--- config.mk ---
export PLATFORM = sky130hd
export DESIGN_NAME = uart_img_ctrl
export DESIGN_NICKNAME = d
export VERILOG_FILES = /design/src/rtl/img_pkg.sv /design/src/rtl/byte_timeout.sv /design/src/rtl/uart_img_ctrl.sv
export SDC_FILE = /design/constraint.sdc
export NUM_CORES = 1
export LEC_CHECK = 0
export BUFFER_PORTS_ARGS = -buffer_cell sky130_fd_sc_hd__buf_2
export CAP_MARGIN = 20
export CORE_ASPECT_RATIO = 1.5
export CORE_MARGIN = 4
export CORE_UTILIZATION = 40
export CTS_CLUSTER_DIAMETER = 100
export DETAILED_ROUTE_END_ITERATION = 6
export PLACE_DENSITY = 0.69
export SLEW_MARGIN = 10
export SYNTH_ARGS = -nofsm -noshare
export SYNTH_HDL_FRONTEND = slang
export SYNTH_SLANG_ARGS = --single-unit
--- constraint.sdc ---
create_clock -name clk -period 3.7 [get_ports clk]
set_input_delay 0 -clock clk [delete_from_list [all_inputs] [get_ports clk]]
set_output_delay 0 -clock clk [all_outputs]
set_load 0.01 [all_outputs]
--- src/rtl/img_pkg.sv ---
// Shared definitions for the UART image loader: FSM encoding, protocol bytes, checksum step.
package img_pkg;

   localparam logic [1:0] ST_IDLE = 2'd0;
   localparam logic [1:0] ST_CMD  = 2'd1;
   localparam logic [1:0] ST_DATA = 2'd2;
   localparam logic [1:0] ST_CSUM = 2'd3;

   localparam logic [7:0] SYNC_BYTE_DEF = 8'hAA;
   localparam logic [7:0] CMD_LOAD_DEF  = 8'h01;

   // Running frame checksum: plain byte-wise XOR.
   function automatic logic [7:0] csum_step(input logic [7:0] csum, input logic [7:0] b);
      return csum ^ b;
   endfunction

endpackage

--- src/rtl/byte_timeout.sv ---
// Inter-byte watchdog: counts while enabled, restarts on clear, pulses expired for one cycle.
module byte_timeout #(
   parameter int unsigned TIMEOUT_CYC = 120000
) (
   input  logic clk,
   input  logic rst,
   input  logic clear,
   input  logic enable,
   output logic expired
);

   localparam int unsigned CNT_W = $clog2(TIMEOUT_CYC + 1);

   logic [CNT_W-1:0] cnt_q, cnt_d;
   logic             expired_q, expired_d;

   // Next count; wrapping to zero on expiry keeps the pulse single-cycle.
   always_comb begin
      cnt_d     = cnt_q;
      expired_d = 1'b0;
      if (clear || !enable) begin
         cnt_d = '0;
      end else if (cnt_q == CNT_W'(TIMEOUT_CYC - 1)) begin
         cnt_d     = '0;
         expired_d = 1'b1;
      end else begin
         cnt_d = cnt_q + CNT_W'(1);
      end
   end

   // Counter and pulse registers.
   always_ff @(posedge clk or negedge rst) begin
      if (!rst) begin
         cnt_q     <= '0;
         expired_q <= 1'b0;
      end else begin
         cnt_q     <= cnt_d;
         expired_q <= expired_d;
      end
   end

   assign expired = expired_q;

endmodule

--- src/rtl/uart_img_ctrl.sv ---
// Frame loader: parses SYNC/CMD/pixels/checksum from a UART byte stream into a
// double-buffered framebuffer and swaps banks on the next vertical blank.
module uart_img_ctrl import img_pkg::*; #(
   parameter int unsigned PIX_COUNT   = 4800,
   parameter int unsigned ADDR_W      = 13,
   parameter logic [7:0]  SYNC_BYTE   = SYNC_BYTE_DEF,
   parameter logic [7:0]  CMD_LOAD    = CMD_LOAD_DEF,
   parameter int unsigned TIMEOUT_CYC = 120000
) (
   input  logic              clk,
   input  logic              rst,
   input  logic [7:0]        rx_data,
   input  logic              rx_rdy,
   input  logic              vsync_start,
   output logic              wr_en,
   output logic              wr_bank,
   output logic [ADDR_W-1:0] wr_addr,
   output logic [7:0]        wr_data,
   output logic              disp_bank,
   output logic              frame_done,
   output logic              err,
   output logic              busy
);

   localparam logic [ADDR_W-1:0] LAST_PIX = ADDR_W'(PIX_COUNT - 1);

   logic [1:0]        state_q, state_d;
   logic [ADDR_W-1:0] pix_cnt_q, pix_cnt_d;
   logic [7:0]        csum_q, csum_d;
   logic              swap_pending_q, swap_pending_d;
   logic              disp_bank_q, disp_bank_d;
   logic              wr_en_q, wr_en_d;
   logic [ADDR_W-1:0] wr_addr_q, wr_addr_d;
   logic [7:0]        wr_data_q, wr_data_d;
   logic              frame_done_q, frame_done_d;
   logic              err_q, err_d;
   logic              busy_q, busy_d;
   logic              timeout_active;
   logic              expired;

   assign timeout_active = (state_q != ST_IDLE);

   byte_timeout #(
      .TIMEOUT_CYC(TIMEOUT_CYC)
   ) u_timeout (
      .clk     (clk),
      .rst     (rst),
      .clear   (rx_rdy),
      .enable  (timeout_active),
      .expired (expired)
   );

   // Next-state: bank swap on vblank, then byte parsing (a byte beats a timeout).
   always_comb begin
      state_d        = state_q;
      pix_cnt_d      = pix_cnt_q;
      csum_d         = csum_q;
      swap_pending_d = swap_pending_q;
      disp_bank_d    = disp_bank_q;
      wr_en_d        = 1'b0;
      wr_addr_d      = wr_addr_q;
      wr_data_d      = wr_data_q;
      frame_done_d   = 1'b0;
      err_d          = err_q;

      // A swap armed by the frame_done visible this cycle waits for the next vblank.
      if (vsync_start && swap_pending_q && !frame_done_q) begin
         disp_bank_d    = ~disp_bank_q;
         swap_pending_d = 1'b0;
      end

      if (rx_rdy) begin
         case (state_q)
            ST_IDLE: begin
               if (!swap_pending_q && rx_data == SYNC_BYTE) begin
                  state_d = ST_CMD;
                  err_d   = 1'b0;
               end
            end
            ST_CMD: begin
               if (rx_data == CMD_LOAD) begin
                  state_d   = ST_DATA;
                  pix_cnt_d = '0;
                  csum_d    = '0;
               end else begin
                  state_d = ST_IDLE;
                  err_d   = 1'b1;
               end
            end
            ST_DATA: begin
               wr_en_d   = 1'b1;
               wr_addr_d = pix_cnt_q;
               wr_data_d = rx_data;
               csum_d    = csum_step(csum_q, rx_data);
               if (pix_cnt_q == LAST_PIX) begin
                  state_d = ST_CSUM;
               end else begin
                  pix_cnt_d = pix_cnt_q + ADDR_W'(1);
               end
            end
            default: begin
               state_d = ST_IDLE;
               if (rx_data == csum_q) begin
                  frame_done_d   = 1'b1;
                  swap_pending_d = 1'b1;
               end else begin
                  err_d = 1'b1;
               end
            end
         endcase
      end else if (expired && state_q != ST_IDLE) begin
         state_d = ST_IDLE;
         err_d   = 1'b1;
      end

      busy_d = (state_d != ST_IDLE) || swap_pending_d;
   end

   // State and output registers.
   always_ff @(posedge clk or negedge rst) begin
      if (!rst) begin
         state_q        <= ST_IDLE;
         pix_cnt_q      <= '0;
         csum_q         <= '0;
         swap_pending_q <= 1'b0;
         disp_bank_q    <= 1'b0;
         wr_en_q        <= 1'b0;
         wr_addr_q      <= '0;
         wr_data_q      <= '0;
         frame_done_q   <= 1'b0;
         err_q          <= 1'b0;
         busy_q         <= 1'b0;
      end else begin
         state_q        <= state_d;
         pix_cnt_q      <= pix_cnt_d;
         csum_q         <= csum_d;
         swap_pending_q <= swap_pending_d;
         disp_bank_q    <= disp_bank_d;
         wr_en_q        <= wr_en_d;
         wr_addr_q      <= wr_addr_d;
         wr_data_q      <= wr_data_d;
         frame_done_q   <= frame_done_d;
         err_q          <= err_d;
         busy_q         <= busy_d;
      end
   end

   assign wr_en      = wr_en_q;
   assign wr_bank    = ~disp_bank_q;
   assign wr_addr    = wr_addr_q;
   assign wr_data    = wr_data_q;
   assign disp_bank  = disp_bank_q;
   assign frame_done = frame_done_q;
   assign err        = err_q;
   assign busy       = busy_q;

endmodule

==> metrics, run 1 <==
endpoints failing setup 0; Clock Sinks 68; Final ANT Viol Nets 0; Critical Path RT 3.87 ns; largest net degree at the start of global routing 40; hold buffers post-CTS 9; sequential fraction of the synthesis area 52.9%; synth unique cells 44; Worst R2R Path Depth 5; final-report max-slew violation count 0; CP max stage cell o21bai_1; H-tree lvl count 3; maximum vdd ir drop 0.250 mV; Worst Skew 0.00276 ns; number of cells on the critical path 5; layout cells sized above 1 15.6%; Crit path buffers/inverters 0; Chip Width between 80 and 90 um; WP data arrival 2.33 ns; area post-placement 0.00351 mm^2; reg2reg end u_timeout.cnt_q[5]$_DFF_PN0_; final antenna diode count 0; clk buf depth 2; Final Util about half; Worst setup SP type flip-flop; fin area 0.00387 mm^2; Routed WL per cell 13.7 um; Final #Nets 406; Initial DRT Pass Iterations 4; Rows 39; Crit path max-delay family compound AO/OA/AOI/OAI gates; minimum clock period after layout 2.16 ns; Hold Crit Class in2reg; detailed-route wire length 6820 um; crit-path max FO 14; Post-DP HPWL 4840 um; Synth Area per Inst between 9 and 10 um^2; Setup Crit Path Kind reg2reg; routed vias/inst 5.21; TritonCTS clock tree built; initial DRC count 85; Max Clock Freq 464 MHz; Pleak 0.00181 uW; clock latency on the worst-skew pair approximately 0.33 ns; Max Cap Violations 0; TritonCTS buffer count 9; EDFF count, synth 0; CTS clk-pin slew, worst paths ~0.050 ns; Total GRT Usage 16.4%; Syn Nets 356; Fill cells around 750; cts repair resizes 0; Final Hold Vio Count 0; total gr overflow 0; dpl ws between 1.5 and 2 ns; root buffer cell clkbuf_16; worst setup path startpoint u_timeout.cnt_q[0]$_DFF_PN0_; Ports 39; worst r2r src u_timeout.cnt_q[0]$_DFF_PN0_; setup TNS 0 ns; Yosys reg bits 68; Initial Utilization roughly two fifths; fin crit share 58.3%; initial antenna violation count 0; Final WS setup 1.54 ns; via count 2599; Netlist Area Pre-Place 0.00322 mm^2; number of synthesis warnings 0; CP endpoint u_timeout.cnt_q[5]$_DFF_PN0_; placeable core area 0.00771 mm^2; Crit. End Element flip-flop; Cells after Synth about 340; CP max stage delay around 0.80 ns; Final Power between 1500 and 2000 uW; vias in the first global route 2630; GP Congestion 0.838; first-pass GRT wire length ~12000 um; Synth async-reset ratio 100%; area grow syn2layout 20.1%; Slew @ Worst Pin approximately 1.0 ns; status finished clean; post-CTS setup buffers 0; DR DRC count 0; RSZ-0062 raised after global routing false; Reg2Reg Setup Slack 1.54 ns; power density over the cells ~400 mW/mm^2; Critical Path, Cell by Cell ha_1 > and4_1 > nand4_1 > o21bai_1 > nor2_1; PortBufs 38; Die H 118 um; Slew headroom 33.2%; die footprint 0.00957 mm^2; commonest register cell after synthesis dfrtp_1; worst hold path depth 4
==> layout by cell type, fill, tap and decap left out, types with 2 or more instances in the layout <==
cell | Yosys | layout
nand2_1 | 85 | 85
dfrtp_1 | 68 | 68
buf_2 | 4 | 38
nor2_1 | 29 | 29
o21ai_0 | 20 | 20
xnor2_1 | 17 | 17
nand3_1 | 14 | 14
nand4_1 | 9 | 9
nor3_1 | 9 | 9
clkbuf_16 | 0 | 9
dlygate4sd3_1 | 0 | 9
a21oi_1 | 7 | 7
xor2_1 | 6 | 6
inv_1 | 6 | 6
nand3b_1 | 6 | 6
nor4_1 | 5 | 5
or4_1 | 4 | 4
or3_1 | 4 | 4
nor4bb_1 | 4 | 4
nand2b_1 | 4 | 4
mux2i_1 | 4 | 4
clkbuf_1 | 6 | 4
o31ai_1 | 3 | 3
nand4b_1 | 3 | 3
buf_4 | 0 | 3
and4_1 | 2 | 2
and3_1 | 2 | 2
ha_1 | 2 | 2
clkinv_2 | 0 | 2
==> state kept, by name, summed over array words and instances (netlist names) <==
name and cells:
pix_cnt_q 13, frame_done 1, busy 1, state_q 2, csum_q 8, wr_en 1
swap_pending_q 1, disp_bank 1, err 1, wr_addr 13, u_timeout.cnt_q 17, u_timeout.expired 1
wr_data 8
==> per-stage QoR <==
step / hold WS (ns) / cells
floorplan: -0.296 / 342
global placement: 0.0579 / 474
detailed placement: 0.0684 / 474
CTS: 0.000991 / 499
global route: 0.0179 / 499
finish: 0.00652 / 499
==> where the power goes <==
group	internal (uW)	switching, uW
sequential	748	2.06
clock	470	288
combinational	19.8	32.7
total	1240	323
==> worst min path at each step <==
| stage | from | end | slack (ns) |
|---|---|---|---|
| 2_1_floorplan | rst | busy$_DFF_PN0_ | -0.30 |
| 3_3_place_gp | rst | wr_data[4]$_DFFE_PN0P_ | 0.06 |
| 3_5_place_dp | rst | wr_data[4]$_DFFE_PN0P_ | 0.07 |
| 4_1_cts | vsync_start | disp_bank$_DFFE_PN0P_ | 0.001 |
| 5_1_grt | vsync_start | disp_bank$_DFFE_PN0P_ | 0.02 |
| 6_report | vsync_start | swap_pending_q$_DFF_PN0_ | 0.007 |
==> logic make-up (layout without fill, tap and decap cells) <==
| kind of cell | count (synthesis) | in the layout | synth area share (%) |
|---|---|---|---|
| AND/OR/NAND/NOR | 190 | 190 | 29.9 |
| XOR/XNOR | 23 | 23 | 6.26 |
| multiplexers | 5 | 5 | 1.59 |
| adder cells (fa/ha/maj) | 2 | 2 | 0.777 |
| buffers and inverters | 18 | 73 | 2.25 |
| AO/OA/AOI/OAI | 36 | 36 | 6.38 |
| flip-flops | 68 | 68 | 52.9 |
==> routing by layer <==
layer | vias to the layer above | GRT usage [%] | wire [um]
li1 | 1274 | - | -
met1 | 1261 | 19.4 | 2850
met2 | 51 | 27.3 | 3500
met3 | 13 | 4.44 | 320
met4 | 0 | 7.29 | 148
met5 | - | 0 | 0
==> cells in the mapped netlist (3+ instances only) <==
cell type | n | share of area (%)
dfrtp_1 | 68 | 53
nand4_1 | 9 | 1.7
nand2b_1 | 4 | 0.78
inv_1 | 6 | 0.70
nand3_1 | 14 | 2.2
clkbuf_1 | 6 | 0.70
mux2i_1 | 4 | 1.2
or3_1 | 4 | 0.78
nor2_1 | 29 | 3.4
nor4bb_1 | 4 | 1.2
or4_1 | 4 | 0.93
xnor2_1 | 17 | 4.6
xor2_1 | 6 | 1.6
nand3b_1 | 6 | 1.4
nand4b_1 | 3 | 0.82
o31ai_1 | 3 | 0.70
nand2_1 | 85 | 9.9
o21ai_0 | 20 | 3.1
nor4_1 | 5 | 0.97
a21oi_1 | 7 | 1.1
nor3_1 | 9 | 1.4
buf_2 | 4 | 0.62
==> final cells by class <==
class	instances	area, um^2	area share (%)
flip-flops and latches	68	1700	44.0
multi-input cells	256	1440	37.3
repair buffers	50	303	7.83
clock buffers	14	254	6.57
well taps	102	128	3.30
inverters	7	26.3	0.680
clock inverters	2	10.0	0.259
==> tightest hold or removal path: cells and delay by family <==
family          cells  cell delay (ns)
compound gates      1             0.10
buf+inv             2             0.14
simple gates        1             0.06
No activity file was read; power rests on OpenSTA's default activity.
==> inputs of run 2 (changes only) <==
==> constraint.sdc (replaced) <==
create_clock -name clk -period 2.01 [get_ports clk]
set_input_delay 0 -clock clk [delete_from_list [all_inputs] [get_ports clk]]
set_output_delay 0 -clock clk [all_outputs]
set_load 0.01 [all_outputs]
==> metrics, run 2 (synthesis gave the netlist of run 1 again) <==
commonest cells after routing, fill and taps aside nand2_1 (85), dfrtp_1 (68), buf_2 (38); Worst setup SP type flip-flop; Final ANT Viol Nets 0; hold_ws 0.0809 ns; setup TNS 0 ns; reg2reg end pix_cnt_q[2]$_DFFE_PN0P_; Clock Sinks between 60 and 70; endpoints failing setup 0; vias in the first global route 2644; CP endpoint pix_cnt_q[2]$_DFFE_PN0P_; WP data arrival 2.16 ns; die footprint 0.00957 mm^2; Max Cap Violations 0; power density over the cells ~770 mW/mm^2; placeable core area 0.00771 mm^2; Critical Path RT 2.26 ns; clock latency on the worst-skew pair 0.33 ns; final-report max-slew violation count 0; TritonCTS buffer count 9; DP Cell Count 476; Rows 39; total gr overflow 0; crit-path max FO 6; Chip Width 81.2 um; CTS clk-pin slew, worst paths about 0.05 ns; worst setup path startpoint pix_cnt_q[1]$_DFFE_PN0P_; routed vias/inst 5.29; Max Clock Freq 523 MHz; maximum vdd ir drop 0.558 mV; TritonCTS clock tree built; Worst R2R Path Depth 5; Hold Crit Class in2reg; status finished clean; Final Power slightly above 3000 uW; Worst Skew ~0.009 ns; Finished Layout Cells 501; via count roughly 2700; RSZ-0062 raised after global routing false; initial DRC count 91; Initial Utilization about two fifths; Initial DRT Pass Iterations 4; Post-DP HPWL 4840 um; Crit. End Element flip-flop; worst r2r src pix_cnt_q[1]$_DFFE_PN0P_; Reg2Reg Setup Slack roughly 0.098 ns; initial antenna violation count 0; Slew @ Worst Pin 0.682 ns; max FFs per register 17; GP Congestion about 0.8; Slew headroom a little over half; layout cells sized above 1 16.5%; Final Hold Vio Count 0; final antenna diode count 0; Setup Crit Path Kind reg2reg; PortBufs 38; H-tree lvl count 3; post-CTS setup buffers 0; DR DRC count 0; detailed-route wire length 7160 um; Biggest register u_timeout.cnt_q; clk buf depth 2; most common cell after layout, fill and taps aside nand2_1; root buffer cell clkbuf_16; Final Util 51.1%; Ports 39; Routed WL per cell 14.3 um; Final #Nets 409; Die H 118 um; Total GRT Usage 16.6%; minimum clock period after layout around 1.9 ns; largest net degree at the start of global routing 41; Pleak 0.00184 uW; first-pass GRT wire length 12400 um; fin crit share 95.1%; area grow syn2layout 22.4%
## run 2: metrics by stage
stage / worst slack (ns) / area (um^2)
after floorplan: 0.270 / 3220
final: 0.0976 / 3940
after global placement: 0.218 / 3540
after global routing: 0.0131 / 3940
after CTS: 0.0937 / 3930
after detailed placement: 0.122 / 3540
## run 2: report_power, final
| group | switching (uW) | leakage [uW] | internal, uW |
|---|---|---|---|
| registers | 4.19 | 0.000943 | 1380 |
| logic | 63.1 | 0.000753 | 40.7 |
| clock network | 553 | 0.000140 | 986 |
| total | 620 | 0.00184 | 2400 |
## run 2: cell type report
cell class                      instances  area [um^2]
Multi-Input combinational cell        256         1460
Clock inverter                          2         35.0
Sequential cell                        68         1700
Timing Repair Buffer                   53          340
Inverter                                7         26.3
Tap cell                              102          128
Fill cell                             759         3770
Clock buffer                           13          250
## run 2: how the worst min path moves through the flow
stage	startpoint	end	slack [ns]	depth (start not counted)
2_1_floorplan	rst	busy$_DFF_PN0_	-0.30	0
3_3_place_gp	rst	wr_data[4]$_DFFE_PN0P_	0.06	1
3_5_place_dp	rst	wr_data[4]$_DFFE_PN0P_	0.08	1
4_1_cts	rx_rdy	state_q[1]$_DFF_PN0_	0.07	4
5_1_grt	rx_rdy	state_q[1]$_DFF_PN0_	0.13	4
6_report	rx_rdy	state_q[1]$_DFF_PN0_	0.08	4
## run 2: what timing repair did
action | in CTS | in global routing
hold endpoints to repair | 43 | 0
setup endpoints to repair | 0 | 5
gates resized for setup | 0 | 2
hold buffers | 10 | 0
## run 2: layer usage
metal	vias up	part of all wire (%)	global-route usage [%]	wire, um
li1	1286	-	-	-
met1	1284	44	21.0	3120
met2	71	49	26.0	3540
met3	10	5.4	4.90	384
met4	0	1.5	7.29	110
met5	-	0	0	0
## run 2: critical path: stages (launching register included)
cell	delay (ns)
dfrtp_1	0.41
ha_1	0.21
nand3_1	0.26
or4_4	0.66
nand3_2	0.10
mux2i_1	0.19
